`config.mk`:
```
export PLATFORM = sky130hd
export DESIGN_NAME = dma_burst_sequencer
export DESIGN_NICKNAME = d
export VERILOG_FILES = /design/src/rtl/dma_seq_pkg.sv /design/src/rtl/dma_chunk_calc.sv /design/src/rtl/dma_burst_sequencer.sv
export SDC_FILE = /design/constraint.sdc
export NUM_CORES = 1
export LEC_CHECK = 0
export CORE_MARGIN = 3
export CORE_UTILIZATION = 55
export CTS_CLUSTER_DIAMETER = 200
export DETAILED_ROUTE_END_ITERATION = 8
export PLACE_DENSITY = 0.82
export SKIP_LAST_GASP = 1
export SYNTH_ARGS = -nofsm -noshare
export SYNTH_HDL_FRONTEND = slang
export SYNTH_HIERARCHICAL = 1
export SYNTH_SLANG_ARGS = --single-unit
```
`constraint.sdc`:
```
create_clock -name clk -period 16 [get_ports clk]
set_clock_uncertainty 0.05 [all_clocks]
set_input_delay 4 -clock clk [delete_from_list [all_inputs] [get_ports clk]]
set_output_delay 4 -clock clk [all_outputs]
set_load 0.01 [all_outputs]
```
`src/rtl/dma_seq_pkg.sv`:
```
// Shared types for the DMA burst sequencer: FSM state encoding and
// done_status bit positions.
package dma_seq_pkg;

  typedef enum logic [1:0] {
    IDLE  = 2'd0,
    ISSUE = 2'd1,
    DRAIN = 2'd2
  } seq_state_e;

  localparam int DONE_ABORT    = 0;
  localparam int DONE_MISMATCH = 1;
  localparam int DONE_SPURIOUS = 2;
  localparam int DONE_W        = 3;

  function automatic logic [DONE_W-1:0] pack_status(input logic aborted,
                                                    input logic mismatch,
                                                    input logic spurious);
    logic [DONE_W-1:0] st;
    st                = {DONE_W{1'b0}};
    st[DONE_ABORT]    = aborted;
    st[DONE_MISMATCH] = mismatch;
    st[DONE_SPURIOUS] = spurious;
    return st;
  endfunction

endpackage

```
`src/rtl/dma_chunk_calc.sv`:
```
// Combinational burst sizing: the largest burst that neither exceeds the
// remaining bytes nor crosses a MAX_BURST_BYTES-aligned boundary.
module dma_chunk_calc #(
  parameter int ADDR_WIDTH      = 32,
  parameter int LEN_WIDTH       = 32,
  parameter int SIZE_WIDTH      = 16,
  parameter int MAX_BURST_BYTES = 64
) (
  input  logic [ADDR_WIDTH-1:0] addr,
  input  logic [LEN_WIDTH-1:0]  remaining,
  output logic [SIZE_WIDTH-1:0] chunk
);

  localparam logic [LEN_WIDTH-1:0] BURST_LEN  = LEN_WIDTH'(MAX_BURST_BYTES);
  localparam logic [LEN_WIDTH-1:0] BURST_MASK = LEN_WIDTH'(MAX_BURST_BYTES - 32'sd1);

  logic [LEN_WIDTH-1:0] offset_s;
  logic [LEN_WIDTH-1:0] room_s;
  logic [LEN_WIDTH-1:0] chunk_len_s;

  // Bytes left before the next alignment boundary, clipped to what remains.
  always_comb begin
    offset_s = LEN_WIDTH'(addr) & BURST_MASK;
    room_s   = BURST_LEN - offset_s;
    if (remaining < room_s) begin
      chunk_len_s = remaining;
    end else begin
      chunk_len_s = room_s;
    end
    chunk = SIZE_WIDTH'(chunk_len_s);
  end

endmodule

```
`src/rtl/dma_burst_sequencer.sv`:
```
// Splits one DMA descriptor into boundary-aligned bursts on a ready/valid
// channel, tracks in-order responses against a credit limit, reports status.
module dma_burst_sequencer
  import dma_seq_pkg::*;
#(
  parameter int ADDR_WIDTH      = 32,
  parameter int SIZE_WIDTH      = 16,
  parameter int LEN_WIDTH       = 32,
  parameter int MAX_BURST_BYTES = 64,
  parameter int MAX_OUTSTANDING = 4
) (
  input  logic                               clk,
  input  logic                               reset,
  input  logic                               desc_valid,
  output logic                               desc_ready,
  input  logic [ADDR_WIDTH-1:0]              desc_addr,
  input  logic [LEN_WIDTH-1:0]               desc_len,
  input  logic                               desc_is_dram,
  input  logic                               abort,
  output logic                               req_valid,
  input  logic                               req_ready,
  output logic [ADDR_WIDTH-1:0]              req_addr,
  output logic                               req_is_dram,
  output logic [SIZE_WIDTH-1:0]              req_size_bytes,
  input  logic                               resp_valid,
  input  logic [SIZE_WIDTH-1:0]              resp_size_bytes,
  output logic                               done,
  output logic [2:0]                         done_status,
  output logic [$clog2(MAX_OUTSTANDING):0]   outstanding,
  output logic [31:0]                        bursts_issued,
  output logic [31:0]                        bp_stall_cycles,
  output logic [31:0]                        credit_stall_cycles
);

  localparam int OUT_W = $clog2(MAX_OUTSTANDING) + 1;
  localparam logic [OUT_W-1:0]     OUT_MAX  = OUT_W'(MAX_OUTSTANDING);
  localparam logic [OUT_W-1:0]     OUT_ZERO = {OUT_W{1'b0}};
  localparam logic [OUT_W-1:0]     OUT_ONE  = {{(OUT_W-1){1'b0}}, 1'b1};
  localparam logic [LEN_WIDTH-1:0] LEN_ZERO = {LEN_WIDTH{1'b0}};

  seq_state_e state_r, state_nxt_s;

  logic [ADDR_WIDTH-1:0] addr_r, addr_nxt_s;
  logic [LEN_WIDTH-1:0]  rem_r, rem_nxt_s, rem_after_s;
  logic [LEN_WIDTH-1:0]  len_r;
  logic [LEN_WIDTH-1:0]  bytes_r, bytes_nxt_s;
  logic [OUT_W-1:0]      out_r, out_nxt_s;
  logic                  is_dram_r;
  logic                  abort_r, abort_nxt_s;
  logic                  spur_r, spur_nxt_s;
  logic                  req_valid_r, req_valid_nxt_s;
  logic [SIZE_WIDTH-1:0] req_size_r, chunk_nxt_s;
  logic                  desc_ready_r;
  logic                  done_r, done_s;
  logic [2:0]            status_r, status_s;
  logic [31:0]           bursts_r, bp_r, credit_r;

  logic desc_hs_s, req_hs_s, resp_ok_s, resp_spur_s;

  dma_chunk_calc #(
    .ADDR_WIDTH      (ADDR_WIDTH),
    .LEN_WIDTH       (LEN_WIDTH),
    .SIZE_WIDTH      (SIZE_WIDTH),
    .MAX_BURST_BYTES (MAX_BURST_BYTES)
  ) u_chunk (
    .addr      (addr_nxt_s),
    .remaining (rem_nxt_s),
    .chunk     (chunk_nxt_s)
  );

  // Transfer FSM; done is raised in the cycle that returns to IDLE.
  always_comb begin
    desc_hs_s   = desc_valid & desc_ready_r;
    req_hs_s    = req_valid_r & req_ready;
    rem_after_s = rem_r - LEN_WIDTH'(req_size_r);
    state_nxt_s = state_r;
    done_s      = 1'b0;
    case (state_r)
      IDLE: begin
        if (desc_hs_s) begin
          state_nxt_s = (desc_len != LEN_ZERO) ? ISSUE : DRAIN;
        end else begin
          state_nxt_s = IDLE;
        end
      end
      ISSUE: begin
        if (req_hs_s && (rem_after_s == LEN_ZERO)) begin
          state_nxt_s = DRAIN;
        end else if (abort_r && !req_valid_r) begin
          state_nxt_s = DRAIN;
        end else begin
          state_nxt_s = ISSUE;
        end
      end
      DRAIN: begin
        if ((out_r == OUT_ZERO) && !resp_valid) begin
          state_nxt_s = IDLE;
          done_s      = 1'b1;
        end else begin
          state_nxt_s = DRAIN;
        end
      end
      default: begin
        state_nxt_s = IDLE;
      end
    endcase
  end

  // Address walk, credits, byte accounting and next request decision.
  always_comb begin
    resp_ok_s   = resp_valid & (out_r != OUT_ZERO);
    resp_spur_s = resp_valid & (out_r == OUT_ZERO);

    if (desc_hs_s) begin
      addr_nxt_s = desc_addr;
      rem_nxt_s  = desc_len;
    end else if (req_hs_s) begin
      addr_nxt_s = addr_r + ADDR_WIDTH'(req_size_r);
      rem_nxt_s  = rem_after_s;
    end else begin
      addr_nxt_s = addr_r;
      rem_nxt_s  = rem_r;
    end

    case ({req_hs_s, resp_ok_s})
      2'b10:   out_nxt_s = out_r + OUT_ONE;
      2'b01:   out_nxt_s = out_r - OUT_ONE;
      default: out_nxt_s = out_r;
    endcase

    if (desc_hs_s) begin
      bytes_nxt_s = LEN_ZERO;
    end else if (resp_ok_s) begin
      bytes_nxt_s = bytes_r + LEN_WIDTH'(resp_size_bytes);
    end else begin
      bytes_nxt_s = bytes_r;
    end

    if (state_nxt_s == IDLE) begin
      abort_nxt_s = 1'b0;
    end else if ((state_r != IDLE) && abort) begin
      abort_nxt_s = 1'b1;
    end else begin
      abort_nxt_s = abort_r;
    end

    if (done_s) begin
      spur_nxt_s = 1'b0;
    end else begin
      spur_nxt_s = spur_r | resp_spur_s;
    end

    // A presented request is held regardless of abort until it is taken.
    if (req_valid_r && !req_ready) begin
      req_valid_nxt_s = 1'b1;
    end else if ((state_nxt_s == ISSUE) && (rem_nxt_s != LEN_ZERO) &&
                 !abort_nxt_s && (out_nxt_s < OUT_MAX)) begin
      req_valid_nxt_s = 1'b1;
    end else begin
      req_valid_nxt_s = 1'b0;
    end

    status_s = pack_status(abort_r, !abort_r && (bytes_r != len_r), spur_r);
  end

  // State, datapath and registered outputs.
  always_ff @(posedge clk or posedge reset) begin
    if (reset) begin
      state_r      <= IDLE;
      addr_r       <= {ADDR_WIDTH{1'b0}};
      rem_r        <= LEN_ZERO;
      len_r        <= LEN_ZERO;
      bytes_r      <= LEN_ZERO;
      out_r        <= OUT_ZERO;
      is_dram_r    <= 1'b0;
      abort_r      <= 1'b0;
      spur_r       <= 1'b0;
      req_valid_r  <= 1'b0;
      req_size_r   <= {SIZE_WIDTH{1'b0}};
      desc_ready_r <= 1'b1;
      done_r       <= 1'b0;
      status_r     <= 3'b000;
      bursts_r     <= 32'd0;
      bp_r         <= 32'd0;
      credit_r     <= 32'd0;
    end else begin
      state_r      <= state_nxt_s;
      addr_r       <= addr_nxt_s;
      rem_r        <= rem_nxt_s;
      bytes_r      <= bytes_nxt_s;
      out_r        <= out_nxt_s;
      abort_r      <= abort_nxt_s;
      spur_r       <= spur_nxt_s;
      req_valid_r  <= req_valid_nxt_s;
      req_size_r   <= chunk_nxt_s;
      desc_ready_r <= (state_nxt_s == IDLE) && !done_s;
      done_r       <= done_s;
      status_r     <= done_s ? status_s : 3'b000;
      if (desc_hs_s) begin
        len_r     <= desc_len;
        is_dram_r <= desc_is_dram;
      end
      bursts_r <= bursts_r + {31'd0, req_hs_s};
      bp_r     <= bp_r + {31'd0, req_valid_r & ~req_ready};
      credit_r <= credit_r + {31'd0, (state_r == ISSUE) && (rem_r != LEN_ZERO) &&
                                     (out_r >= OUT_MAX)};
    end
  end

  assign desc_ready          = desc_ready_r;
  assign req_valid           = req_valid_r;
  assign req_addr            = addr_r;
  assign req_is_dram         = is_dram_r;
  assign req_size_bytes      = req_size_r;
  assign done                = done_r;
  assign done_status         = status_r;
  assign outstanding         = out_r;
  assign bursts_issued       = bursts_r;
  assign bp_stall_cycles     = bp_r;
  assign credit_stall_cycles = credit_r;

endmodule

```
==> results of run 1 <==
where the power goes:
group | internal, mW | switching (mW)
clock | 0.357 | 0.275
combinational | 0.642 | 0.875
sequential | 0.818 | 0.222
total | 1.82 | 1.37
final timing paths:
check	start	endpoint	slack [ns]
max in group asynchronous	reset	credit_stall_cycles[28]	9.67
setup / recovery	desc_valid	req_size_bytes[0]	8.42
min in group asynchronous	reset	bursts_issued[31]	3.97
setup reg to reg	req_size_bytes[10]	req_size_bytes[0]	10.79
hold / removal	bp_stall_cycles[31]	bp_stall_cycles[31]	0.42
hold reg to reg	bp_stall_cycles[31]	bp_stall_cycles[31]	0.42
registers in the layout, indices dropped and copies added, names as in the netlist:
signal and count:
credit_stall_cycles 32, req_addr 32, req_valid 1, req_size_bytes 16
bursts_issued 32, rem_r 32, done_status 3, outstanding 3
len_r 32, state_r 2, bytes_r 32, bp_stall_cycles 32
desc_ready 1, done 1, spur_r 1, req_is_dram 1
abort_r 1
layout make-up:
class	instances	area share
flip-flops and latches	254	0.3482
repair buffers	246	0.1341
multi-input cells	1260	0.4325
clock buffers	35	0.04201
inverters	59	0.01254
well taps	335	0.02296
clock inverters	15	0.007333
diodes	3	0.0004112
cell families (layout without fill, tap and decap cells):
family	count (synthesis)	in the layout
fa+ha+maj	67	67
simple gates	674	674
other cells	1	12
mux	21	21
flops	254	254
compound gates	297	297
xor+xnor	192	192
buf+inv	119	355
layout by cell type (no fill, tap or decap), drive strengths merged, types with 18 or more instances in the layout:
cell type,instances
a21o,26
a21oi,101
a31oi,20
and3,31
clkbuf,35
clkdlybuf4s50,240
dfrtp,253
ha,63
inv,59
mux2i,18
nand2,265
nand3,70
nand4,31
nor2,108
nor3,44
nor4,35
o21ai,66
or3,21
xnor2,107
xor2,85
per-layer routing:
metal  vias to the layer above  share of wire  wire (um)
met5                         -              0          0
met4                         0          0.036       1572
met3                       116          0.072       3190
met2                       530           0.49      21490
met1                      6390           0.41      18010
li1                       6132              -          -
through the flow:
| stage | instances | setup slack (ns) | area [um2] |
|---|---|---|---|
| after global routing | 2207 | 8.150 | 18260 |
| after global placement | 2154 | 7.980 | 17350 |
| after floorplan | 1633 | 4.967 | 14740 |
| after CTS | 2204 | 8.513 | 18250 |
| final | 2207 | 8.418 | 18260 |
| after detailed placement | 2154 | 7.916 | 17350 |
==> qor.csv, run 1 <==
stage,metric,value,unit
logic_synthesis,number of synthesized flops with an enable pin,0,
global_route,first-pass GRT wire length,69350,um
power,pwr/cell area,174.7,nW/um2
global_route,initial antenna violation count,3,
die,chip height,169.6,um
timing,hold slack,0.4196,ns
clock_network,Clock Tree Buf Depth,3,
timing,"Hold Violations, Final",0,
logic_synthesis,Cell variety after synth,75,
logic_synthesis,share of the yosys chip area belonging to registers,0.4321,
cells_and_area,# fillers,2029,
placement,DP Wirelength,32980,um
clock_network,post-CTS resize count,0,
cells_and_area,register area,6357,um2
die,die area,28750,um2
flow_run,maxcap violations,0,
power,Design Power,3.189,mW
logic_synthesis,largest family of logic cells by synthesized area,simple AND/OR/NAND/NOR gates,
routing,via-per-instance ratio,5.966,
timing,RSZ-0062 raised after global routing,false,
logic_synthesis,cell type with the largest total area after synthesis,dfrtp_1,
power,VDD IR max,126.3,uV
die,Starting Density,0.5614,
critical_path,Critical Path End Type,register,
die,row cnt,59,
die,num ports,241,
critical_path,Setup Crit Path Kind,in2reg,
critical_path,CP max stage cell,and2_4,
cells_and_area,footprint of the multi-input gates,7895,um2
logic_synthesis,Synth warnings,6,
global_route,GR Util met1,0.3813,
clock_network,clk_lat worst skew,0.56,ns
power,Pleak,8.179,nW
logic_synthesis,Synth top area share,0.4303,
clock_network,"Hold-fix buffers, CTS",0,
routing,DR vias,13168,
clock_network,clk sinks,254,
timing,fmax,131.9,MHz
global_route,Most Crowded Layer GR,met2,
cells_and_area,final core occ,0.6966,
logic_synthesis,post-synthesis mux area share,0.01505,
logic_synthesis,Avg Inst Size Synth,9.053,um2
critical_path,WP depth,12,
timing,measured slew at the worst slew-check pin,1.182,ns
clock_network,cts bufs inserted,28,
routing,Routed WL,44270,um
clock_network,Post-CTS Setup Bufs,0,
critical_path,CP Cell Sequence,clkdlybuf4s50_1 > and2_4 > buf_4 > nor2_1 > nand2_1 > nand3_1 > a211oi_1 > inv_1 > nor4_1 > nand4_1 > a2111o_1 > mux2_4,
timing,# setup viols final,0,
timing,count of pins over their slew limit,0,
global_route,largest net degree at the start of global routing,125,
clock_network,CTS tree,done,
global_route,gr ovfl total,0,
logic_synthesis,Gate Count Post-Synth,1625,
die,core area,26210,um2
critical_path,max incr delay on CP,0.69,ns
logic_synthesis,async set-or-reset flop fraction in the synthesized netlist,1.000,
routing,post-route ant nets,0,
logic_synthesis,XOR/XNOR Fraction of Synth Area,0.1143,
global_route,met3 Use GR,0.06219,
critical_path,Worst EP required,16.39,ns
timing,slew margin rel.,0.2048,
global_route,vias in the first global route,12942,
cells_and_area,P&R area growth vs syn,24.09,%
cells_and_area,share of cells above drive strength 1,0.03906,
routing,drc violations,0,
critical_path,Reg2Reg Depth,14,
logic_synthesis,synthesized area,14710,um2
logic_synthesis,Simple-Gate Fraction of Synth Area,0.2174,
logic_synthesis,Post-Synth Adder-Cell Area,0.05902,
global_route,GR Util All Layers,0.2992,
timing,Tmin final,7.582,ns
placement,port bufs,240,
critical_path,top cell family by delay on the critical path,simple AND/OR/NAND/NOR gates,
routing,Routed wire per std cell,20.06,um
clock_network,"CTS clk-pin slew, worst paths",0.06,ns
status,status,"finished, final reports clean",
global_route,met2 usage,0.5106,
critical_path,CP Max Fanout,75,
logic_synthesis,Synth Register Bits,254,
logic_synthesis,Synth Area in Compound Gates,0.1283,
critical_path,Worst Path Buf+Inv,3,
logic_synthesis,cell with the most instances after synthesis,nand2_1,
logic_synthesis,"top cells by area, synth","dfrtp_1, nand2_1, xnor2_1",
logic_synthesis,commonest cells in the synthesized netlist,"nand2_1, dfrtp_1, nor2_1, xnor2_1, a21oi_1",
worst_hold_path,worst hold path class,reg2reg,
routing,DR iter-0 viols,968,
critical_path,critical path arrival,7.97,ns
routing,first-pass iteration count of the detailed router,6,
clock_network,CTS root buffer,clkbuf_16,
worst_hold_path,Hold Path Stages,1,
critical_path,Worst setup SP type,primary input,
timing,TNS Setup,0,ns
clock_network,CTS H-Tree Depth,1,
timing,period utilisation layout,0.4739,
cells_and_area,number of nets in the layout,2003,
placement,Final Wtd Congestion,0.9587,
logic_synthesis,Main synth FF type,dfrtp_1,
die,Die X,169.6,um
Note: power is estimated with default switching activity, not from simulation.
==> inputs of run 2 (changes only) <==
CORE_UTILIZATION = 49   (was 55)
PLACE_DENSITY = 0.77   (was 0.82)
clock period = 6.8 ns   (was 16 ns; I/O delays follow)
==> qor.csv, run 2 (synthesis gave the netlist of run 1 again) <==
stage,metric,value,unit,change
status,status,"finished, final reports clean",,unchanged
placement,Place WS,1.240,ns,was 7.916 ns
clock_network,CTS root buffer,clkbuf_16,,unchanged
timing,Setup WS post-layout,1.665,ns,was 8.418 ns
cells_and_area,Antenna Cells,0,,was 3
critical_path,Worst Setup EP,req_size_bytes[1],,was req_size_bytes[0]
routing,drc violations,0,,unchanged
cells_and_area,footprint of the multi-input gates,7895,um2,unchanged
critical_path,Worst setup SP type,primary input,,unchanged
cells_and_area,Non-Filler Instances,2257,,was 2207
critical_path,worst r2r dst,req_size_bytes[1],,was req_size_bytes[0]
timing,slew margin rel.,0.3288,,was 0.2048
die,chip height,179.3,um,was 169.6 um
timing,period utilisation layout,0.7552,,
global_route,met3 Use GR,0.03346,,was 0.06219
critical_path,Worst Setup SP,desc_valid,,unchanged
worst_hold_path,worst hold path class,reg2reg,,unchanged
placement,port bufs,240,,unchanged
cells_and_area,# fillers,2493,,was 2029
global_route,largest net degree at the start of global routing,158,,was 125
die,row cnt,62,,was 59
critical_path,Worst EP required,7.18,ns,was 16.39 ns
timing,hold slack,0.4201,ns,was 0.4196 ns
placement,placed cells,2206,,was 2154
global_route,Most Crowded Layer GR,met2,,unchanged
cells_and_area,final core occ,0.6330,,was 0.6966
placement,"Cell Area, Placed",17440,um2,was 17350 um2
timing,fmax,194.7,MHz,
critical_path,critical path arrival,5.51,ns,was 7.97 ns
routing,DR vias,13203,,was 13.17k
routing,via-per-instance ratio,5.850,,was 5.966
clock_network,clk_lat worst skew,0.54,ns,was 0.56 ns
timing,TNS Setup,0,ns,unchanged
worst_hold_path,Hold Path Stages,1,,unchanged
power,Design Power,7.677,mW,was 3.189 mW
routing,post-route ant nets,0,,unchanged
power,VDD IR max,350.5,uV,was 126.3 uV
global_route,met2 usage,0.4533,,was 0.5106
critical_path,Reg2Reg Depth,15,,was 14
power,Pleak,8.248,nW,was 8.179 nW
timing,"Hold Violations, Final",0,,unchanged
power,pwr/cell area,415.8,nW/um2,was 174.7 nW/um2
cells_and_area,number of nets in the layout,2006,,was 2003
die,core area,29170,um2,was 26210 um2
critical_path,Setup Crit Path Kind,in2reg,,unchanged
clock_network,"Hold-fix buffers, CTS",0,,unchanged
clock_network,"CTS clk-pin slew, worst paths",0.06,ns,about the same
routing,first-pass iteration count of the detailed router,5,,was 6
clock_network,post-CTS resize count,0,,unchanged
clock_network,Clock Tree Buf Depth,3,,unchanged
critical_path,Critical Path End Type,register,,unchanged
global_route,GR Util All Layers,0.2690,,was 0.2992
placement,Final Wtd Congestion,1.025,,was 0.9587
global_route,GR Util met1,0.3611,,was 0.3813
die,Starting Density,0.5044,,was 0.5614
cells_and_area,register area,6357,um2,unchanged
clock_network,cts bufs inserted,28,,unchanged
flow_run,maxcap violations,0,,unchanged
global_route,vias in the first global route,13015,,was 12.94k
global_route,initial antenna violation count,0,,was 3
global_route,first-pass GRT wire length,69300,um,was 69350 um
critical_path,worst r2r src,rem_r[0],,was req_size_bytes[10]
cells_and_area,"most common cell after layout, fill and taps aside",nand2_1,,unchanged
timing,count of pins over their slew limit,0,,unchanged
clock_network,CTS H-Tree Depth,1,,unchanged
cells_and_area,P&R area growth vs syn,25.50,%,was 24.09%
critical_path,CP Max Fanout,74,,was 75
cells_and_area,share of cells above drive strength 1,0.04164,,was 0.03906
placement,DP Wirelength,32750,um,was 32980 um
die,Die X,179.3,um,was 169.6 um
routing,Routed wire per std cell,19.41,um,was 20.06 um
global_route,gr ovfl total,0,,unchanged
routing,Routed WL,43800,um,was 44270 um
cells_and_area,Final Cell Area,18460,um2,was 18260 um2
routing,DR iter-0 viols,1164,,was 968
timing,measured slew at the worst slew-check pin,0.9977,ns,was 1.182 ns
die,die area,32140,um2,was 28750 um2
timing,Tmin final,5.135,ns,
timing,# setup viols final,0,,unchanged
clock_network,Post-CTS Setup Bufs,0,,unchanged
critical_path,reg2reg setup slack,2.30,ns,was 10.79 ns
cells_and_area,most frequent cells in the layout,"nand2_1, dfrtp_1, clkdlybuf4s50_1, nor2_1, xnor2_1",,unchanged
clock_network,clk sinks,254,,unchanged
clock_network,CTS tree,done,,unchanged
die,num ports,241,,unchanged
timing,RSZ-0062 raised after global routing,false,,unchanged
==> run 2: how the worst min path moves through the flow <==
stage	from	to	slack (ns)
after floorplan	spur_r	done_status[2]	0.40
after global placement	bursts_issued[31]	bursts_issued[31]	0.41
after detailed placement	bursts_issued[31]	bursts_issued[31]	0.41
after CTS	bursts_issued[31]	bursts_issued[31]	0.43
after global routing	bursts_issued[31]	bursts_issued[31]	0.45
final	bp_stall_cycles[31]	bp_stall_cycles[31]	0.42
==> run 2: critical path, cell delays in order <==
cell and delay [ns]:
clkdlybuf4s50_1 0.51, and2_4 0.68, o21ai_0 0.41, nor3_1 0.39
nand3_1 0.16, xnor2_1 0.24, ha_1 0.29, a21o_1 0.16
a2111o_1 0.60, mux2_4 0.36
==> run 2: area by class of cell <==
cell class,count,share of cell area
well taps,384,0.02602
clock inverters,14,0.01118
flip-flops and latches,254,0.3443
clock buffers,37,0.04419
multi-input cells,1260,0.4276
inverters,59,0.01220
repair buffers,249,0.1345
==> run 2: where the power goes <==
group	switching, mW	total [mW]	leakage [nW]	internal [mW]
Combinational	2.04	3.56	4.49	1.52
Sequential	0.519	2.44	3.25	1.92
Clock	0.644	1.68	0.503	1.03
Total	3.20	7.68	8.25	4.47
==> run 2: per-layer routing <==
| metal | routed length [um] | up-vias |
|---|---|---|
| met5 | 0 | - |
| met4 | 1556 | 0 |
| met3 | 2960 | 101 |
| met2 | 20890 | 508 |
| met1 | 18390 | 6458 |
| li1 | - | 6136 |
==> inputs of run 3 (changes only) <==
clock period = 4.4 ns   (was 6.8 ns; I/O delays follow)
==> qor.csv, run 3 (synthesis gave the netlist of run 1 again) <==
stage,metric,value,unit,change
clock_network,Clock Tree Buf Depth,3,,unchanged
global_route,Most Crowded Layer GR,met2,,unchanged
critical_path,critical path arrival,4.73,ns,was 5.51 ns
flow_run,maxcap violations,0,,unchanged
timing,hold slack,0.4171,ns,was 0.4201 ns
cells_and_area,most frequent cells in the layout,"nand2_1, dfrtp_1, clkdlybuf4s50_1, nor2_1, xnor2_1",,unchanged
global_route,GR Util met1,0.3693,,was 0.3611
critical_path,Worst EP required,4.81,ns,was 7.18 ns
worst_hold_path,worst hold path class,reg2reg,,unchanged
critical_path,Critical Path End Type,register,,unchanged
cells_and_area,"most common cell after layout, fill and taps aside",nand2_1,,unchanged
critical_path,Worst Setup EP,req_size_bytes[6],,was req_size_bytes[1]
global_route,GR Util All Layers,0.2766,,was 0.2690
timing,count of pins over their slew limit,0,,unchanged
global_route,largest net degree at the start of global routing,139,,was 158
placement,"Cell Area, Placed",17940,um2,was 17440 um2
timing,fmax,231.5,MHz,
power,Pleak,8.521,nW,was 8.248 nW
cells_and_area,number of nets in the layout,2068,,was 2006
clock_network,post-CTS resize count,0,,unchanged
placement,port bufs,240,,unchanged
routing,via-per-instance ratio,5.777,,was 5.850
clock_network,cts bufs inserted,29,,was 28
timing,TNS Setup,0,ns,unchanged
timing,slew margin rel.,0.4992,,was 0.3288
critical_path,Setup Crit Path Kind,reg2reg,,was in2reg
timing,period utilisation layout,0.9819,,
die,row cnt,62,,unchanged
die,chip height,179.3,um,unchanged
global_route,gr ovfl total,0,,unchanged
timing,"Hold Violations, Final",0,,unchanged
timing,# setup viols final,0,,unchanged
routing,DR iter-0 viols,1041,,was 1164
routing,Routed wire per std cell,19.32,um,was 19.41 um
routing,first-pass iteration count of the detailed router,6,,was 5
cells_and_area,footprint of the multi-input gates,7900,um2,was 7895 um2
clock_network,CTS H-Tree Depth,1,,unchanged
cells_and_area,P&R area growth vs syn,28.41,%,was 25.50%
clock_network,clk sinks,254,,unchanged
placement,DP Wirelength,34740,um,was 32750 um
die,num ports,241,,unchanged
global_route,met2 usage,0.4601,,was 0.4533
clock_network,clk_lat worst skew,0.55,ns,was 0.54 ns
global_route,initial antenna violation count,2,,was 0
critical_path,reg2reg setup slack,0.08,ns,was 2.30 ns
cells_and_area,register area,6357,um2,unchanged
cells_and_area,Non-Filler Instances,2322,,was 2257
global_route,first-pass GRT wire length,71080,um,was 69300 um
timing,Tmin final,4.320,ns,
clock_network,CTS root buffer,clkbuf_16,,unchanged
placement,Place WS,-0.1713,ns,was 1.240 ns
global_route,met3 Use GR,0.03706,,was 0.03346
clock_network,Post-CTS Setup Bufs,0,,unchanged
routing,post-route ant nets,0,,unchanged
placement,placed cells,2267,,was 2206
critical_path,max incr delay on CP,0.52,ns,was 0.68 ns
critical_path,CP Cell Sequence,ha_1 > a21o_1 > a31oi_1 > nand3_1 > nor3b_1 > o31ai_1 > xor2_1 > o21ai_0 > nor4_1 > nand4_1 > a2111o_1 > buf_4 > mux2i_1,,was clkdlybuf4s50_1 > and2_4 > o21ai_0 > nor3_1 > nand3_1 > xnor2_1 > ha_1 > a21o_1 > a2111o_1 > mux2_4
clock_network,CTS tree,done,,unchanged
cells_and_area,share of cells above drive strength 1,0.07076,,was 0.04164
die,Die X,179.3,um,unchanged
status,status,"finished, final reports clean",,unchanged
timing,measured slew at the worst slew-check pin,0.7512,ns,was 0.9977 ns
power,VDD IR max,389.2,uV,was 350.5 uV
routing,drc violations,0,,unchanged
critical_path,CP max stage cell,a31oi_1,,was and2_4
global_route,vias in the first global route,13316,,was 13.02k
routing,DR vias,13415,,was 13.20k
timing,Setup WS post-layout,0.07982,ns,was 1.665 ns
critical_path,CP Max Fanout,8,,was 74
critical_path,Worst Setup SP,rem_r[12],,was desc_valid
cells_and_area,# fillers,2413,,was 2493
power,pwr/cell area,638.3,nW/um2,was 415.8 nW/um2
die,core area,29170,um2,unchanged
critical_path,Reg2Reg Depth,13,,was 15
clock_network,"Hold-fix buffers, CTS",0,,unchanged
critical_path,Worst setup SP type,register,,was primary input
routing,Routed WL,44860,um,was 43800 um
critical_path,worst r2r src,rem_r[12],,was rem_r[0]
critical_path,worst r2r dst,req_size_bytes[6],,was req_size_bytes[1]
clock_network,"CTS clk-pin slew, worst paths",0.06,ns,about the same
die,Starting Density,0.5044,,unchanged
timing,RSZ-0062 raised after global routing,false,,unchanged
placement,Final Wtd Congestion,1.009,,was 1.025
die,die area,32140,um2,unchanged
cells_and_area,Final Cell Area,18890,um2,was 18460 um2
## run 3: cell count changes in the layout (fill, tap and decap cells not counted), sizes merged
cell and change:
buf +61, clkbuf +7, bufinv -4, diode +2, clkinv -1, clkinvlp -1
inv +1
## run 3: area by class of cell
type | count | share of cell area
diodes | 2 | 0.0002649
flip-flops and latches | 254 | 0.3365
clock buffers | 44 | 0.04563
clock inverters | 9 | 0.004437
repair buffers | 310 | 0.1576
multi-input cells | 1260 | 0.4182
inverters | 59 | 0.01192
well taps | 384 | 0.02543
## run 3: critical path, delay by kind of cell, from the launching register on
| kind | cells | cell delay (ns) |
|---|---|---|
| multiplexers | 1 | 0.20 |
| adder cells (fa/ha/maj) | 1 | 0.44 |
| XOR/XNOR | 1 | 0.19 |
| AO/OA/AOI/OAI | 5 | 1.51 |
| AND/OR/NAND/NOR | 4 | 1.15 |
| flip-flops | 1 | 0.49 |
| buffers and inverters | 1 | 0.20 |
## run 3: how the worst min path moves through the flow
stage,start,to,slack (ns),cells past startpoint
3_5_place_dp,bursts_issued[31],bursts_issued[31],0.41,1
3_3_place_gp,credit_stall_cycles[31],credit_stall_cycles[31],0.41,1
2_1_floorplan,spur_r,done_status[2],0.40,1
5_1_grt,bursts_issued[31],bursts_issued[31],0.43,1
4_1_cts,bursts_issued[31],bursts_issued[31],0.42,1
6_report,credit_stall_cycles[31],credit_stall_cycles[31],0.42,1
## run 3: metrics by stage
stage	power (mW)	util
5_1_grt	12.80	0.6477
2_1_floorplan	7.291	-
3_5_place_dp	9.555	0.6149
3_3_place_gp	9.442	0.6149
6_report	12.06	0.6477
4_1_cts	11.99	0.6473
## run 3: per-layer routing
metal  up-vias  part of all wire  routed length (um)
li1       6269                 -                   -
met1      6480              0.42               18840
met2       547              0.47               21160
met3       119             0.070                3158
met4         0             0.038                1697
met5         -                 0                   0
## run 3: where the power goes
| group | switching [mW] | total [mW] | internal [mW] |
|---|---|---|---|
| clock network | 0.975 | 2.38 | 1.41 |
| registers | 0.763 | 3.74 | 2.97 |
| logic | 3.33 | 5.94 | 2.61 |
